--- config.mk ---
export PLATFORM = sky130hd
export DESIGN_NAME = dshot_rx_multirate_flat
export DESIGN_NICKNAME = d
export VERILOG_FILES = /design/src/rtl/dshot_rx_multirate_if.sv /design/src/rtl/dshot_rx_multirate.sv /design/src/flat_wrapper.sv
export SDC_FILE = /design/constraint.sdc
export NUM_CORES = 1
export LEC_CHECK = 0
export CAP_MARGIN = 25
export CORE_UTILIZATION = 65
export CTS_BUF_LIST = sky130_fd_sc_hd__clkbuf_2
export CTS_CLUSTER_SIZE = 20
export DETAILED_ROUTE_END_ITERATION = 16
export DONT_BUFFER_PORTS = 1
export PLACE_DENSITY = 0.81
export SETUP_SLACK_MARGIN = 0.4
export SLEW_MARGIN = 20
export SYNTH_ARGS = -nofsm -noshare
export SYNTH_HDL_FRONTEND = slang
export SYNTH_SLANG_ARGS = --single-unit
export TNS_END_PERCENT = 100
--- constraint.sdc ---
create_clock -name clk -period 3.3 [get_ports clk]
set_input_delay 0.66 -clock clk [delete_from_list [all_inputs] [get_ports clk]]
set_output_delay 0.66 -clock clk [all_outputs]
set_load 0.02 [all_outputs]
--- src/rtl/dshot_rx_multirate_if.sv ---
// Pin-side and frame-side signals of the multirate DShot receiver.
// The receiver takes the slave modport; the pin driver and the frame consumer take the master modport.
interface dshot_rx_multirate_if #(
  parameter int ERRCNT_W = 8
);
  logic                dshot_in;
  logic [1:0]          rate_sel;
  logic                frame_valid;
  logic [15:0]         frame_data;
  logic [10:0]         throttle;
  logic                telemetry_req;
  logic                is_command;
  logic                crc_ok;
  logic                frame_err;
  logic [1:0]          err_code;
  logic [ERRCNT_W-1:0] crc_err_cnt;

  modport master (
    output dshot_in, rate_sel,
    input  frame_valid, frame_data, throttle, telemetry_req, is_command,
           crc_ok, frame_err, err_code, crc_err_cnt
  );

  modport slave (
    input  dshot_in, rate_sel,
    output frame_valid, frame_data, throttle, telemetry_req, is_command,
           crc_ok, frame_err, err_code, crc_err_cnt
  );
endinterface

--- src/rtl/dshot_rx_multirate.sv ---
// DShot150/300/600/1200 receiver: classifies bits by pulse width, checks timing and CRC, pulses frame_valid 3 clk after the 16th falling edge.
// Optional DSHOT_BIDIR_EN: line inverted after the synchroniser and the CRC compared in inverted form.
module dshot_rx_multirate #(
  parameter int CLK_HZ   = 48000000,
  parameter int CNT_W    = 10,
  parameter int ERRCNT_W = 8
) (
  input logic                  clk,
  input logic                  reset,
  dshot_rx_multirate_if.slave  bus
);

  localparam int T0 = CLK_HZ / 150000;
  localparam int T1 = CLK_HZ / 300000;
  localparam int T2 = CLK_HZ / 600000;
  localparam int T3 = CLK_HZ / 1200000;

  typedef enum logic [1:0] {IDLE, HIGH, LOW, GAP} state_t;

  state_t              state_q, state_d;
  logic                sync1_q, sync1_d, sync2_q, sync2_d, sync3_q, sync3_d;
  logic [1:0]          rate_q, rate_d;
  logic [CNT_W-1:0]    hi_cnt_q, hi_cnt_d, per_cnt_q, per_cnt_d;
  logic [4:0]          bit_cnt_q, bit_cnt_d;
  logic [14:0]         shift_q, shift_d;
  logic [15:0]         frame_data_q, frame_data_d;
  logic                crc_ok_q, crc_ok_d;
  logic                frame_valid_q, frame_valid_d;
  logic                frame_err_q, frame_err_d;
  logic [1:0]          err_code_q, err_code_d;
  logic [ERRCNT_W-1:0] crc_err_cnt_q, crc_err_cnt_d;

  logic             line, line_prev, rise, fall, bit_v;
  logic [15:0]      new_data;
  logic [CNT_W-1:0] t_min, t_half, t_max, t_2t;

  function automatic logic crc_match(input logic [15:0] f);
    logic [3:0] c;
    c = f[7:4] ^ f[11:8] ^ f[15:12];
`ifdef DSHOT_BIDIR_EN
    return f[3:0] == ~c;
`else
    return f[3:0] == c;
`endif
  endfunction

`ifdef DSHOT_BIDIR_EN
  assign line      = ~sync2_q;
  assign line_prev = ~sync3_q;
`else
  assign line      = sync2_q;
  assign line_prev = sync3_q;
`endif
  assign rise = line & ~line_prev;
  assign fall = ~line & line_prev;

  // Thresholds follow the rate latched at frame start, never the live rate_sel.
  always_comb begin
    t_min  = CNT_W'(T0 / 8);
    t_half = CNT_W'(T0 / 2);
    t_max  = CNT_W'((7 * T0) / 8);
    t_2t   = CNT_W'(2 * T0);
    case (rate_q)
      2'd1: begin
        t_min = CNT_W'(T1 / 8); t_half = CNT_W'(T1 / 2);
        t_max = CNT_W'((7 * T1) / 8); t_2t = CNT_W'(2 * T1);
      end
      2'd2: begin
        t_min = CNT_W'(T2 / 8); t_half = CNT_W'(T2 / 2);
        t_max = CNT_W'((7 * T2) / 8); t_2t = CNT_W'(2 * T2);
      end
      2'd3: begin
        t_min = CNT_W'(T3 / 8); t_half = CNT_W'(T3 / 2);
        t_max = CNT_W'((7 * T3) / 8); t_2t = CNT_W'(2 * T3);
      end
      default: ;
    endcase
  end

  always_comb begin
    sync1_d       = bus.dshot_in;
    sync2_d       = sync1_q;
    sync3_d       = sync2_q;
    state_d       = state_q;
    rate_d        = rate_q;
    hi_cnt_d      = hi_cnt_q;
    per_cnt_d     = per_cnt_q;
    bit_cnt_d     = bit_cnt_q;
    shift_d       = shift_q;
    frame_data_d  = frame_data_q;
    crc_ok_d      = crc_ok_q;
    frame_valid_d = 1'b0;
    frame_err_d   = 1'b0;
    err_code_d    = err_code_q;
    crc_err_cnt_d = crc_err_cnt_q;
    bit_v         = hi_cnt_q >= t_half;
    new_data      = {shift_q, bit_v};

    case (state_q)
      IDLE: begin
        if (rise) begin
          rate_d    = bus.rate_sel;
          hi_cnt_d  = '0;
          per_cnt_d = '0;
          bit_cnt_d = '0;
          state_d   = HIGH;
        end
      end
      HIGH: begin
        hi_cnt_d  = hi_cnt_q + 1'b1;
        per_cnt_d = per_cnt_q + 1'b1;
        if (fall) begin
          if (hi_cnt_q < t_min || hi_cnt_q > t_max) begin
            frame_err_d = 1'b1;
            err_code_d  = 2'd1;
            state_d     = IDLE;
          end else begin
            shift_d   = new_data[14:0];
            bit_cnt_d = bit_cnt_q + 1'b1;
            if (bit_cnt_q == 5'd15) begin
              frame_data_d  = new_data;
              crc_ok_d      = crc_match(new_data);
              frame_valid_d = 1'b1;
              if (!crc_match(new_data) && crc_err_cnt_q != '1)
                crc_err_cnt_d = crc_err_cnt_q + 1'b1;
              per_cnt_d = '0;
              state_d   = GAP;
            end else begin
              state_d = LOW;
            end
          end
        end else if (per_cnt_q == t_2t - 1'b1) begin
          // A line stuck high would otherwise wrap hi_cnt and misclassify.
          frame_err_d = 1'b1;
          err_code_d  = 2'd3;
          state_d     = IDLE;
        end
      end
      LOW: begin
        per_cnt_d = per_cnt_q + 1'b1;
        if (rise) begin
          if (per_cnt_q < t_max) begin
            frame_err_d = 1'b1;
            err_code_d  = 2'd2;
            state_d     = IDLE;
          end else begin
            hi_cnt_d  = '0;
            per_cnt_d = '0;
            state_d   = HIGH;
          end
        end else if (per_cnt_q == t_2t - 1'b1) begin
          frame_err_d = 1'b1;
          err_code_d  = 2'd3;
          state_d     = IDLE;
        end
      end
      GAP: begin
        // Any high level restarts the quiet-time count.
        if (line)
          per_cnt_d = '0;
        else if (per_cnt_q == t_2t - 1'b1)
          state_d = IDLE;
        else
          per_cnt_d = per_cnt_q + 1'b1;
      end
      default: state_d = IDLE;
    endcase
  end

  always_ff @(posedge clk or posedge reset) begin
    if (reset) begin
      state_q       <= IDLE;
      sync1_q       <= 1'b0;
      sync2_q       <= 1'b0;
      sync3_q       <= 1'b0;
      rate_q        <= '0;
      hi_cnt_q      <= '0;
      per_cnt_q     <= '0;
      bit_cnt_q     <= '0;
      shift_q       <= '0;
      frame_data_q  <= '0;
      crc_ok_q      <= 1'b0;
      frame_valid_q <= 1'b0;
      frame_err_q   <= 1'b0;
      err_code_q    <= '0;
      crc_err_cnt_q <= '0;
    end else begin
      state_q       <= state_d;
      sync1_q       <= sync1_d;
      sync2_q       <= sync2_d;
      sync3_q       <= sync3_d;
      rate_q        <= rate_d;
      hi_cnt_q      <= hi_cnt_d;
      per_cnt_q     <= per_cnt_d;
      bit_cnt_q     <= bit_cnt_d;
      shift_q       <= shift_d;
      frame_data_q  <= frame_data_d;
      crc_ok_q      <= crc_ok_d;
      frame_valid_q <= frame_valid_d;
      frame_err_q   <= frame_err_d;
      err_code_q    <= err_code_d;
      crc_err_cnt_q <= crc_err_cnt_d;
    end
  end

  assign bus.frame_valid   = frame_valid_q;
  assign bus.frame_data    = frame_data_q;
  assign bus.throttle      = frame_data_q[15:5];
  assign bus.telemetry_req = frame_data_q[4];
  assign bus.is_command    = (frame_data_q[15:5] != 11'd0) && (frame_data_q[15:5] < 11'd48);
  assign bus.crc_ok        = crc_ok_q;
  assign bus.frame_err     = frame_err_q;
  assign bus.err_code      = err_code_q;
  assign bus.crc_err_cnt   = crc_err_cnt_q;

endmodule
--- src/flat_wrapper.sv ---
// flat-port wrapper written by rule: the top's interface ports become plain ports
module dshot_rx_multirate_flat 
#(
  parameter int CLK_HZ   = 48000000,
  parameter int CNT_W    = 10,
  parameter int ERRCNT_W = 8
)
  (clk, reset, bus_dshot_in, bus_rate_sel, bus_frame_valid, bus_frame_data, bus_throttle, bus_telemetry_req, bus_is_command, bus_crc_ok, bus_frame_err, bus_err_code, bus_crc_err_cnt);
  dshot_rx_multirate_if #(.ERRCNT_W(ERRCNT_W)) bus_i ();
  input logic clk;
  input logic reset;
  input wire logic [$bits(bus_i.dshot_in)-1:0] bus_dshot_in;
  input wire logic [$bits(bus_i.rate_sel)-1:0] bus_rate_sel;
  output wire logic [$bits(bus_i.frame_valid)-1:0] bus_frame_valid;
  output wire logic [$bits(bus_i.frame_data)-1:0] bus_frame_data;
  output wire logic [$bits(bus_i.throttle)-1:0] bus_throttle;
  output wire logic [$bits(bus_i.telemetry_req)-1:0] bus_telemetry_req;
  output wire logic [$bits(bus_i.is_command)-1:0] bus_is_command;
  output wire logic [$bits(bus_i.crc_ok)-1:0] bus_crc_ok;
  output wire logic [$bits(bus_i.frame_err)-1:0] bus_frame_err;
  output wire logic [$bits(bus_i.err_code)-1:0] bus_err_code;
  output wire logic [$bits(bus_i.crc_err_cnt)-1:0] bus_crc_err_cnt;
  assign bus_i.dshot_in = bus_dshot_in;
  assign bus_i.rate_sel = bus_rate_sel;
  assign bus_frame_valid = bus_i.frame_valid;
  assign bus_frame_data = bus_i.frame_data;
  assign bus_throttle = bus_i.throttle;
  assign bus_telemetry_req = bus_i.telemetry_req;
  assign bus_is_command = bus_i.is_command;
  assign bus_crc_ok = bus_i.crc_ok;
  assign bus_frame_err = bus_i.frame_err;
  assign bus_err_code = bus_i.err_code;
  assign bus_crc_err_cnt = bus_i.crc_err_cnt;
  dshot_rx_multirate #(.CLK_HZ(CLK_HZ), .CNT_W(CNT_W), .ERRCNT_W(ERRCNT_W)) u_core (.clk(clk), .reset(reset), .bus(bus_i));
endmodule
==> impl_metrics.ini, run 1 <==
[clock_network]
cts-htree-levels = 3
cts_root_buf = sky130_fd_sc_hd__clkbuf_2
worstSkewPairLatency_ns = 0.54
cts_hold_buffers = 0
cts_num_sinks = 76
clockBufferDepth = 2
number_of_buffers_created_by_cts = 9
tritoncts = done
clkTransAtPathRegs_ns = 0.22

[critical_path]
depth_of_the_worst_register_to_register_path = 11
crit_arrival_ns = 3.42
critPathLaunch = u_core.rate_q[0]
path_max_fanout = 8
crit_path_end_kind = flop
ff_to_ff_setup_slack_ns = 0.32
cp-endpoint = u_core.bus.crc_err_cnt[1]
worst_setup_path_start_kind = flop
rr_startpoint = u_core.rate_q[0]
setup.worst_path.class = reg -> reg
critPathRequiredTime_ns = 3.75
worst_r2r_endpoint = u_core.bus.crc_err_cnt[1]

[floorplanning]
i_o_pins = 47
floorplan.rows = 30
floorplan.initialDensity_pct = 68.1
floorplan.core_area_um2 = 6910
floorplan.die_area_um2 = 7580
die_h_um = 87.1
chip_width_um = 87.1

[sta]
grt_setup_unrepaired = yes
hold_violations = 0
worst_pin_slew_ns = 0.617
finalWorstPathRequiredPeriod_ns = 2.98
max_freq_ghz = 0.336
number_of_max_slew_violations_in_the_final_report = 0
finalSetupViolCount = 0
post-route-period-util_pct = 90.2
worst_slew_margin_rel_pct = 58.8
finalSetupTns_ns = 0
clock-skew-final_ns = 0.0321

[routing]
number_of_vias_after_detailed_routing = 3689
post_drt_wl_per_cell_um = 17.4
wirelength_routed_mm = 10.4
route.detailed.drc = 0
drt_iter0_drc = 313
drtAntennaViolNets = 0
post_drt_via_cell_ratio = 6.15
detailedRoute.firstPassIterationCount = 5

[logic_synthesis]
dominantRegCellSynth = sky130_fd_sc_hd__dfrtp_1
synth.yosys.warnings = 0
post_synth_num_cell_types = 67
synth-seq-area-share_pct = 40.4
synthArstFlopShare_pct = 100
synthCells = 484
post_synth_instance_area_um2 = 4710
synth_edf_count = 0
syn-num-nets = 534
syn_area_per_cell_um2 = 9.72
synth.ff_latch_count = 76

[worst_hold_path]
holdCritPathClass = in -> async

[layout]
layout.cells.most_common = sky130_fd_sc_hd__nand2_1
design.final.nets = 550
n_antenna_cell = 0
layout-drive-gt1-share_pct = 21.2
areaGrowthSynthToFinish_pct = 9.15
post-route-util_pct = 74.4
layout.cells.most_common_list = sky130_fd_sc_hd__nand2_1, sky130_fd_sc_hd__dfrtp_1, sky130_fd_sc_hd__ha_1

[global_route]
global_route_wire_length_before_repair_mm = 16.6
gr-usage-all-layers_pct = 28.6
grt_max_degree = 38
antenna_found_initial = 0
grt_pass1_vias = 3489
grt-ovfl-total = 0

[pwr]
leakagePower_nw = 2.56
power_density_nw_per_um2 = 669
vdd_drop_max_uv = 324

[run]
number_of_maximum_capacitance_constraint_violations = 0

[placed_design]
total_of_buffers_placed_on_input_and_output_ports = 0
dp.final_hpwl_mm = 7.01
gp_congestion = 0.883

[outcome]
status = finished clean
through the flow:
stage	worst slack (ns)	power (mW)	cells	instance area (um^2)	hold slack [ns]
after CTS	0.398	3.14	590	4940	0.0161
after detailed placement	0.0540	2.54	566	4740	0.336
final	0.323	3.43	600	5140	0.0205
after global routing	0.190	3.67	600	5140	0.00573
after floorplan	0.406	2.19	484	4710	0.331
after global placement	0.170	2.48	566	4740	0.334
worst max-delay path, cell delays in order, from the launching register on:
cell                       delay [ns]
sky130_fd_sc_hd__dfrtp_2         0.49
sky130_fd_sc_hd__buf_6           0.14
sky130_fd_sc_hd__ha_4            0.17
sky130_fd_sc_hd__o21ai_4         0.20
sky130_fd_sc_hd__ha_4            0.23
sky130_fd_sc_hd__a21oi_1         0.14
sky130_fd_sc_hd__nor2b_1         0.07
sky130_fd_sc_hd__o311ai_1        0.37
sky130_fd_sc_hd__nand2_1         0.21
sky130_fd_sc_hd__mux2i_4         0.31
sky130_fd_sc_hd__nor3_4          0.26
sky130_fd_sc_hd__mux2_4          0.32
synthesized netlist by cell type, types with 2 or more instances:
| cell | n | area [um^2] |
|---|---|---|
| sky130_fd_sc_hd__xor2_1 | 11 | 96.3 |
| sky130_fd_sc_hd__o31ai_1 | 7 | 52.6 |
| sky130_fd_sc_hd__or3_1 | 2 | 12.5 |
| sky130_fd_sc_hd__a211oi_1 | 3 | 22.5 |
| sky130_fd_sc_hd__and3_1 | 8 | 50.1 |
| sky130_fd_sc_hd__buf_6 | 2 | 22.5 |
| sky130_fd_sc_hd__a21oi_1 | 10 | 50.1 |
| sky130_fd_sc_hd__nand2b_1 | 8 | 50.1 |
| sky130_fd_sc_hd__o311a_1 | 2 | 20.0 |
| sky130_fd_sc_hd__inv_1 | 23 | 86.3 |
| sky130_fd_sc_hd__o21bai_1 | 2 | 15.0 |
| sky130_fd_sc_hd__mux2_2 | 23 | 259 |
| sky130_fd_sc_hd__nand3_1 | 18 | 90.1 |
| sky130_fd_sc_hd__dfrtp_1 | 76 | 1900 |
| sky130_fd_sc_hd__o21ai_0 | 28 | 140 |
| sky130_fd_sc_hd__nor2b_1 | 4 | 25.0 |
| sky130_fd_sc_hd__nand2_1 | 79 | 297 |
| sky130_fd_sc_hd__o311ai_0 | 2 | 17.5 |
| sky130_fd_sc_hd__a211o_1 | 5 | 43.8 |
| sky130_fd_sc_hd__clkbuf_1 | 3 | 11.3 |
| sky130_fd_sc_hd__ha_1 | 45 | 563 |
| sky130_fd_sc_hd__a21o_1 | 4 | 30.0 |
| sky130_fd_sc_hd__nand4_1 | 4 | 25.0 |
| sky130_fd_sc_hd__or2_2 | 3 | 18.8 |
| sky130_fd_sc_hd__nand4b_1 | 3 | 26.3 |
| sky130_fd_sc_hd__xnor2_1 | 12 | 105 |
| sky130_fd_sc_hd__a31oi_1 | 5 | 31.3 |
| sky130_fd_sc_hd__a2111oi_0 | 2 | 17.5 |
| sky130_fd_sc_hd__nor2_1 | 20 | 75.1 |
| sky130_fd_sc_hd__or4_1 | 4 | 30.0 |
| sky130_fd_sc_hd__nor3_1 | 10 | 50.1 |
| sky130_fd_sc_hd__buf_2 | 5 | 25.0 |
| sky130_fd_sc_hd__nor3b_1 | 2 | 15.0 |
| sky130_fd_sc_hd__nor4_1 | 3 | 18.8 |
| sky130_fd_sc_hd__buf_4 | 13 | 97.6 |
| sky130_fd_sc_hd__and2_1 | 2 | 12.5 |
flip-flops by register name, summed over array words and instances (netlist names), 2 cells and up:
signal and flops:
u_core.bus.frame_data 16, u_core.shift_q 15, u_core.hi_cnt_q 10, u_core.per_cnt_q 10
u_core.bus.crc_err_cnt 8, u_core.bit_cnt_q 5, u_core.bus.err_code 2, u_core.rate_q 2
u_core.state_q 2
layer usage:
layer  up-vias  global-route usage, %  part of all wire [%]
li1       1738                      -                     -
met1      1769                   41.0                    46
met2       143                   42.4                    45
met3        39                   5.88                   5.9
met4         0                   11.2                   2.6
met5         -                      0                     0
cells by family after synthesis:
logic type / count (synthesis) / share of synthesized area, %
XOR/XNOR: 23 / 4.28
adder cells (fa/ha/maj): 45 / 12.0
buffers and inverters: 48 / 5.34
AND/OR/NAND/NOR: 176 / 18.4
flip-flops: 76 / 40.4
multiplexers: 25 / 6.20
AO/OA/AOI/OAI: 91 / 13.4
final cells by class:
class / count / area (um^2)
multi-input cells: 360 / 2670
flip-flops and latches: 76 / 1910
fillers: 511 / 1770
repair buffers: 29 / 223
well taps: 96 / 120
inverters: 24 / 101
clock inverters: 6 / 65.1
clock buffers: 9 / 45.0
worst min path at each step:
stage,from,endpoint,slack [ns]
3_3_place_gp,u_core.sync1_q,u_core.line,0.33
6_report,reset,u_core.state_q[0],0.02
2_1_floorplan,u_core.sync1_q,u_core.line,0.33
3_5_place_dp,u_core.sync1_q,u_core.line,0.34
4_1_cts,reset,u_core.state_q[0],0.02
5_1_grt,reset,u_core.state_q[0],0.006
where the power goes:
group	switching, mW	internal, mW
Combinational	1.02	0.760
Clock	0.338	0.172
Sequential	0.128	1.02
Total	1.49	1.95
repair_timing:
action                                  4_1_cts  5_1_grt
setup buffers                                 9        9
gates cloned                                  0        1
resized for setup                             9       31
endpoints found under the setup margin       36       44
pin swaps                                     5       15
No activity file was read; power rests on OpenSTA's default activity.
==> run 2, diff against run 1 <==
CORE_UTILIZATION = 40   (was 65)
DONT_BUFFER_PORTS = not set   (was 1)
PLACE_DENSITY = not set   (was 0.81)
==> run 2 against run 1 <==
Compared with the run above: wire length fell by 0.58%; power rose by 2.2%; critical endpoint is now u_core.bus.crc_err_cnt[2]; critical path depth rose by 2; via count rose by 1.2%; sequential share of layout area fell by 4.4 points; largest power group unchanged; die area rose by 61%.
==> impl_metrics.ini, run 2 (synthesis gave the netlist of run 1 again) <==
[placed_design]
placedCellCount = 661
total_of_buffers_placed_on_input_and_output_ports = 46
gp_congestion = 0.862
dp.final_hpwl_mm = 7.22
dpl_cell_area_um2 = 5300

[critical_path]
depth_of_the_worst_register_to_register_path = 13
path_max_fanout = 6
worst_r2r_endpoint = u_core.bus.crc_err_cnt[2]
worst_setup_path_start_kind = flop
ff_to_ff_setup_slack_ns = 0.48
crit_arrival_ns = 3.27
crit_path_end_kind = flop
critPathRequiredTime_ns = 3.75
setup.worst_path.class = reg -> reg
rr_startpoint = u_core.rate_q[1]

[floorplanning]
floorplan.rows = 39
floorplan.initialDensity_pct = 41.2
floorplan.core_area_um2 = 11400
die_h_um = 110
chip_width_um = 110
i_o_pins = 47
floorplan.die_area_um2 = 12200

[clock_network]
number_of_buffers_created_by_cts = 9
cts-htree-levels = 3
cts_num_sinks = 76
worstSkewPairLatency_ns = 0.52
clockBufferDepth = 2
cts_root_buf = sky130_fd_sc_hd__clkbuf_2
tritoncts = done
clkTransAtPathRegs_ns = 0.20

[layout]
layout.cells.most_common_list = sky130_fd_sc_hd__nand2_1, sky130_fd_sc_hd__dfrtp_1, sky130_fd_sc_hd__clkdlybuf4s50_1
n_antenna_cell = 0
largest_register_ff_count = 16
areaGrowthSynthToFinish_pct = 23.2
fillerInstances = 1097
finalNonFillerCells = 698
design_area_um2 = 5800
layout-drive-gt1-share_pct = 20.4
design.final.nets = 600
layout.cells.most_common = sky130_fd_sc_hd__nand2_1
post-route-util_pct = 50.8

[sta]
finalSetupViolCount = 0
clock-skew-final_ns = 0.0149
finalWorstPathRequiredPeriod_ns = 2.82
number_of_max_slew_violations_in_the_final_report = 0
worst_pin_slew_ns = 0.521
worst_slew_margin_rel_pct = 65.3
finalSetupTns_ns = 0
grt_setup_unrepaired = yes
post-route-period-util_pct = 85.4
max_freq_ghz = 0.355
hold_violations = 0

[pwr]
leakagePower_nw = 2.79
total_power_mw = 3.51
vdd_drop_max_uv = 216
power_density_nw_per_um2 = 605

[worst_hold_path]
worst_hold_path_cell_count = 0
holdCritPathClass = reg -> reg
timing.hold.worst_endpoint = u_core.line
hold_path_startpoint = u_core.sync1_q

[routing]
post_drt_wl_per_cell_um = 14.9
post_drt_via_cell_ratio = 5.35
drt_iter0_drc = 172
route.detailed.drc = 0
drtAntennaViolNets = 0
detailedRoute.firstPassIterationCount = 4
wirelength_routed_mm = 10.4
number_of_vias_after_detailed_routing = 3735

[run]
number_of_maximum_capacitance_constraint_violations = 0

[global_route]
grt-ovfl-total = 0
antenna_found_initial = 0
grt_max_degree = 60
grt_pass1_vias = 3604
global_route_wire_length_before_repair_mm = 17.5
gr-usage-all-layers_pct = 17.5

[outcome]
status = finished clean
## run 2: repair_timing
| item | in CTS | in global routing |
|---|---|---|
| endpoints found under the setup margin | 43 | 48 |
| setup buffers | 10 | 9 |
| endpoints found under the hold margin | 0 | 0 |
| pin swaps | 6 | 20 |
| gates resized for setup | 8 | 49 |
| gates cloned | 1 | 1 |
| hold buffers | 0 | 0 |
## run 2: worst max path at each step
stage / startpoint / to / slack, ns / cells after the start
4_1_cts: u_core.rate_q[0] / u_core.bus.frame_data[4] / 0.39 / 12
2_1_floorplan: u_core.rate_q[1] / u_core.bus.crc_err_cnt[1] / 0.41 / 12
3_5_place_dp: u_core.rate_q[1] / u_core.bus.crc_err_cnt[1] / 0.21 / 12
6_report: u_core.rate_q[1] / u_core.bus.crc_err_cnt[2] / 0.48 / 13
3_3_place_gp: u_core.rate_q[1] / u_core.bus.crc_err_cnt[1] / 0.30 / 12
5_1_grt: u_core.rate_q[0] / u_core.bus.crc_err_cnt[2] / 0.36 / 13
## run 2: area by class of cell
class / instances / area [um^2] / share of cell area [%]
Clock buffer: 10 / 50.0 / 0.863
Clock inverter: 6 / 65.1 / 1.12
Inverter: 24 / 101 / 1.75
Multi-Input combinational cell: 361 / 2750 / 47.4
Sequential cell: 76 / 1900 / 32.8
Tap cell: 143 / 179 / 3.09
Timing Repair Buffer: 78 / 752 / 13.0
## run 2: worst max-delay path: stages (launching register included)
cell and delay, ns:
sky130_fd_sc_hd__dfrtp_2 0.51, sky130_fd_sc_hd__inv_4 0.12, sky130_fd_sc_hd__ha_4 0.16, sky130_fd_sc_hd__inv_4 0.04
sky130_fd_sc_hd__buf_8 0.13, sky130_fd_sc_hd__ha_4 0.27, sky130_fd_sc_hd__nand4_1 0.11, sky130_fd_sc_hd__a21oi_2 0.19
sky130_fd_sc_hd__o311a_1 0.22, sky130_fd_sc_hd__a21boi_4 0.30, sky130_fd_sc_hd__nand2_4 0.14, sky130_fd_sc_hd__buf_6 0.15
sky130_fd_sc_hd__nor4b_4 0.26, sky130_fd_sc_hd__xor2_1 0.15
## run 2: metal layers
metal	wire, um	GRT usage (%)
met5	0	0
met1	4940	24.0
met4	115	5.07
met2	4940	28.2
met3	380	3.40
## run 2: power by group
part / total [mW] / internal [mW] / switching, mW
logic: 1.85 / 0.835 / 1.01
registers: 1.15 / 1.02 / 0.132
clock network: 0.513 / 0.179 / 0.334
total: 3.51 / 2.03 / 1.48
## run 2: per-stage QoR
stage	hold slack (ns)	setup slack, ns
after floorplan	0.331	0.406
after global placement	0.333	0.305
after detailed placement	0.346	0.212
after CTS	0.358	0.391
after global routing	0.352	0.363
final	0.386	0.483
==> run 3, diff against run 2 <==
MAX_ROUTING_LAYER = met4   (was not set)
==> run 3 against run 2 <==
Compared with the run above: power up 1.2%; sequential cell count unchanged; sequential power is essentially flat; worst hold slack worse by 0.0045 ns; final area unchanged; largest cell class unchanged; critical endpoint is now u_core.bus.crc_err_cnt[7]; combinational power rose by 2%; via count grew 1.7%; sequential share of layout area is the same.
==> impl_metrics.ini, run 3 (synthesis gave the netlist of run 1 again) <==
[run]
number_of_maximum_capacitance_constraint_violations = 0

[clock_network]
cts-htree-levels = 3
clkTransAtPathRegs_ns = 0.22
cts_num_sinks = 76
number_of_buffers_created_by_cts = 9
worstSkewPairLatency_ns = 0.55
clockBufferDepth = 2
cts_hold_buffers = 0
cts_root_buf = sky130_fd_sc_hd__clkbuf_2
tritoncts = done

[pwr]
leakagePower_nw = 2.77
power_density_nw_per_um2 = 613
vdd_drop_max_uv = 255
total_power_mw = 3.55

[floorplanning]
floorplan.initialDensity_pct = 41.2
die_h_um = 110
floorplan.core_area_um2 = 11400
i_o_pins = 47
floorplan.rows = 39
floorplan.die_area_um2 = 12200
chip_width_um = 110

[layout]
finalNonFillerCells = 699
largest_register_ff_count = 16
layout.cells.most_common_list = sky130_fd_sc_hd__nand2_1, sky130_fd_sc_hd__dfrtp_1, sky130_fd_sc_hd__clkdlybuf4s50_1
layout-drive-gt1-share_pct = 21.0
design_area_um2 = 5800
n_antenna_cell = 0
design.final.nets = 602
post-route-util_pct = 50.8
areaGrowthSynthToFinish_pct = 23.2
layout.cells.most_common = sky130_fd_sc_hd__nand2_1
fillerInstances = 1041

[sta]
finalWorstSetupSlack_ns = 0.496
worst_pin_slew_ns = 0.597
grt_setup_unrepaired = yes
worst_slew_margin_rel_pct = 60.2
finalWorstPathRequiredPeriod_ns = 2.80
max_freq_ghz = 0.357
hold_violations = 0
finalSetupViolCount = 0
finalSetupTns_ns = 0
number_of_max_slew_violations_in_the_final_report = 0
post-route-period-util_pct = 85.0
fin_worst_hold_slack_ns = 0.382
clock-skew-final_ns = 0.0232

[worst_hold_path]
worst_hold_path_cell_count = 0
holdCritPathClass = reg -> reg

[global_route]
gr-usage-all-layers_pct = 18.3
grt_max_degree = 35
grt_pass1_vias = 3620
antenna_found_initial = 0
global_route_wire_length_before_repair_mm = 17.8
grt-ovfl-total = 0

[critical_path]
depth_of_the_worst_register_to_register_path = 12
crit_arrival_ns = 3.28
max_stage_delay_ns = 0.52
worst_setup_path_start_kind = flop
path_max_fanout = 6
crit_path_end_kind = flop
ff_to_ff_setup_slack_ns = 0.50
critical-path-slowest-cell = sky130_fd_sc_hd__dfrtp_2
critPathRequiredTime_ns = 3.78
cp_cell_sequence = inv_4 -> ha_4 -> inv_4 -> buf_6 -> ha_4 -> a211o_1 -> o211ai_1 -> nand4b_1 -> a21boi_4 -> nand2_2 -> nor3_2 -> mux2_2
setup.worst_path.class = reg -> reg

[placed_design]
placement.setup.worst_slack_ns = 0.207
placedCellCount = 663
dp.final_hpwl_mm = 7.55
dpl_cell_area_um2 = 5290
gp_congestion = 0.872
total_of_buffers_placed_on_input_and_output_ports = 46

[routing]
drt_iter0_drc = 183
number_of_vias_after_detailed_routing = 3799
post_drt_wl_per_cell_um = 15.3
drtAntennaViolNets = 0
wirelength_routed_mm = 10.7
post_drt_via_cell_ratio = 5.43
route.detailed.drc = 0
detailedRoute.firstPassIterationCount = 4

[outcome]
status = finished clean
[run 3: repair_timing]
action | in CTS | in global routing
resized for setup | 7 | 49
hold endpoints to repair | 0 | 0
endpoints found under the setup margin | 40 | 49
pin swaps | 6 | 23
buffers inserted | 7 | 12
cloned | 0 | 2
[run 3: routing by layer]
metal | part of all wire [%] | wire length (um) | vias up | track usage (%)
met3 | 3.4 | 366 | 12 | 3.46
met2 | 48 | 5130 | 84 | 28.5
met1 | 47 | 5050 | 1861 | 24.2
li1 | - | - | 1842 | -
met5 | 0 | 0 | - | -
met4 | 1.3 | 143 | 0 | 5.87
[run 3: report_power, final]
part	switching, mW	leakage, nW	internal, mW
registers	0.127	1.03	1.02
clock network	0.348	0.0600	0.169
logic	1.04	1.67	0.856
total	1.51	2.77	2.04
[run 3: path summary, 6_finish.rpt]
kind | start | end
max | u_core.rate_q[0] | u_core.bus.crc_err_cnt[7]
min | u_core.sync1_q | u_core.line
max reg2reg | u_core.rate_q[0] | u_core.bus.crc_err_cnt[7]
min reg2reg | u_core.sync1_q | u_core.line
max in group asynchronous | reset | u_core.bit_cnt_q[0]
min in group asynchronous | reset | u_core.bus.crc_err_cnt[2]
[run 3: final cells by class]
type	instances	area (um^2)	share of cell area, %
clock buffer	9	45.0	0.777
inverter	24	101	1.75
clock inverter	6	66.3	1.14
sequential	76	1900	32.8
tap	143	179	3.09
multi-input combinational	361	2740	47.3
timing repair buffer	80	762	13.1
[run 3: worst max-delay path: cells and delay by family (launching register included)]
| kind | cells | cell delay [ns] |
|---|---|---|
| buffers and inverters | 3 | 0.29 |
| flip-flops | 1 | 0.52 |
| multiplexers | 1 | 0.35 |
| AND/OR/NAND/NOR | 3 | 0.63 |
| AO/OA/AOI/OAI | 3 | 0.64 |
| adder cells (fa/ha/maj) | 2 | 0.32 |
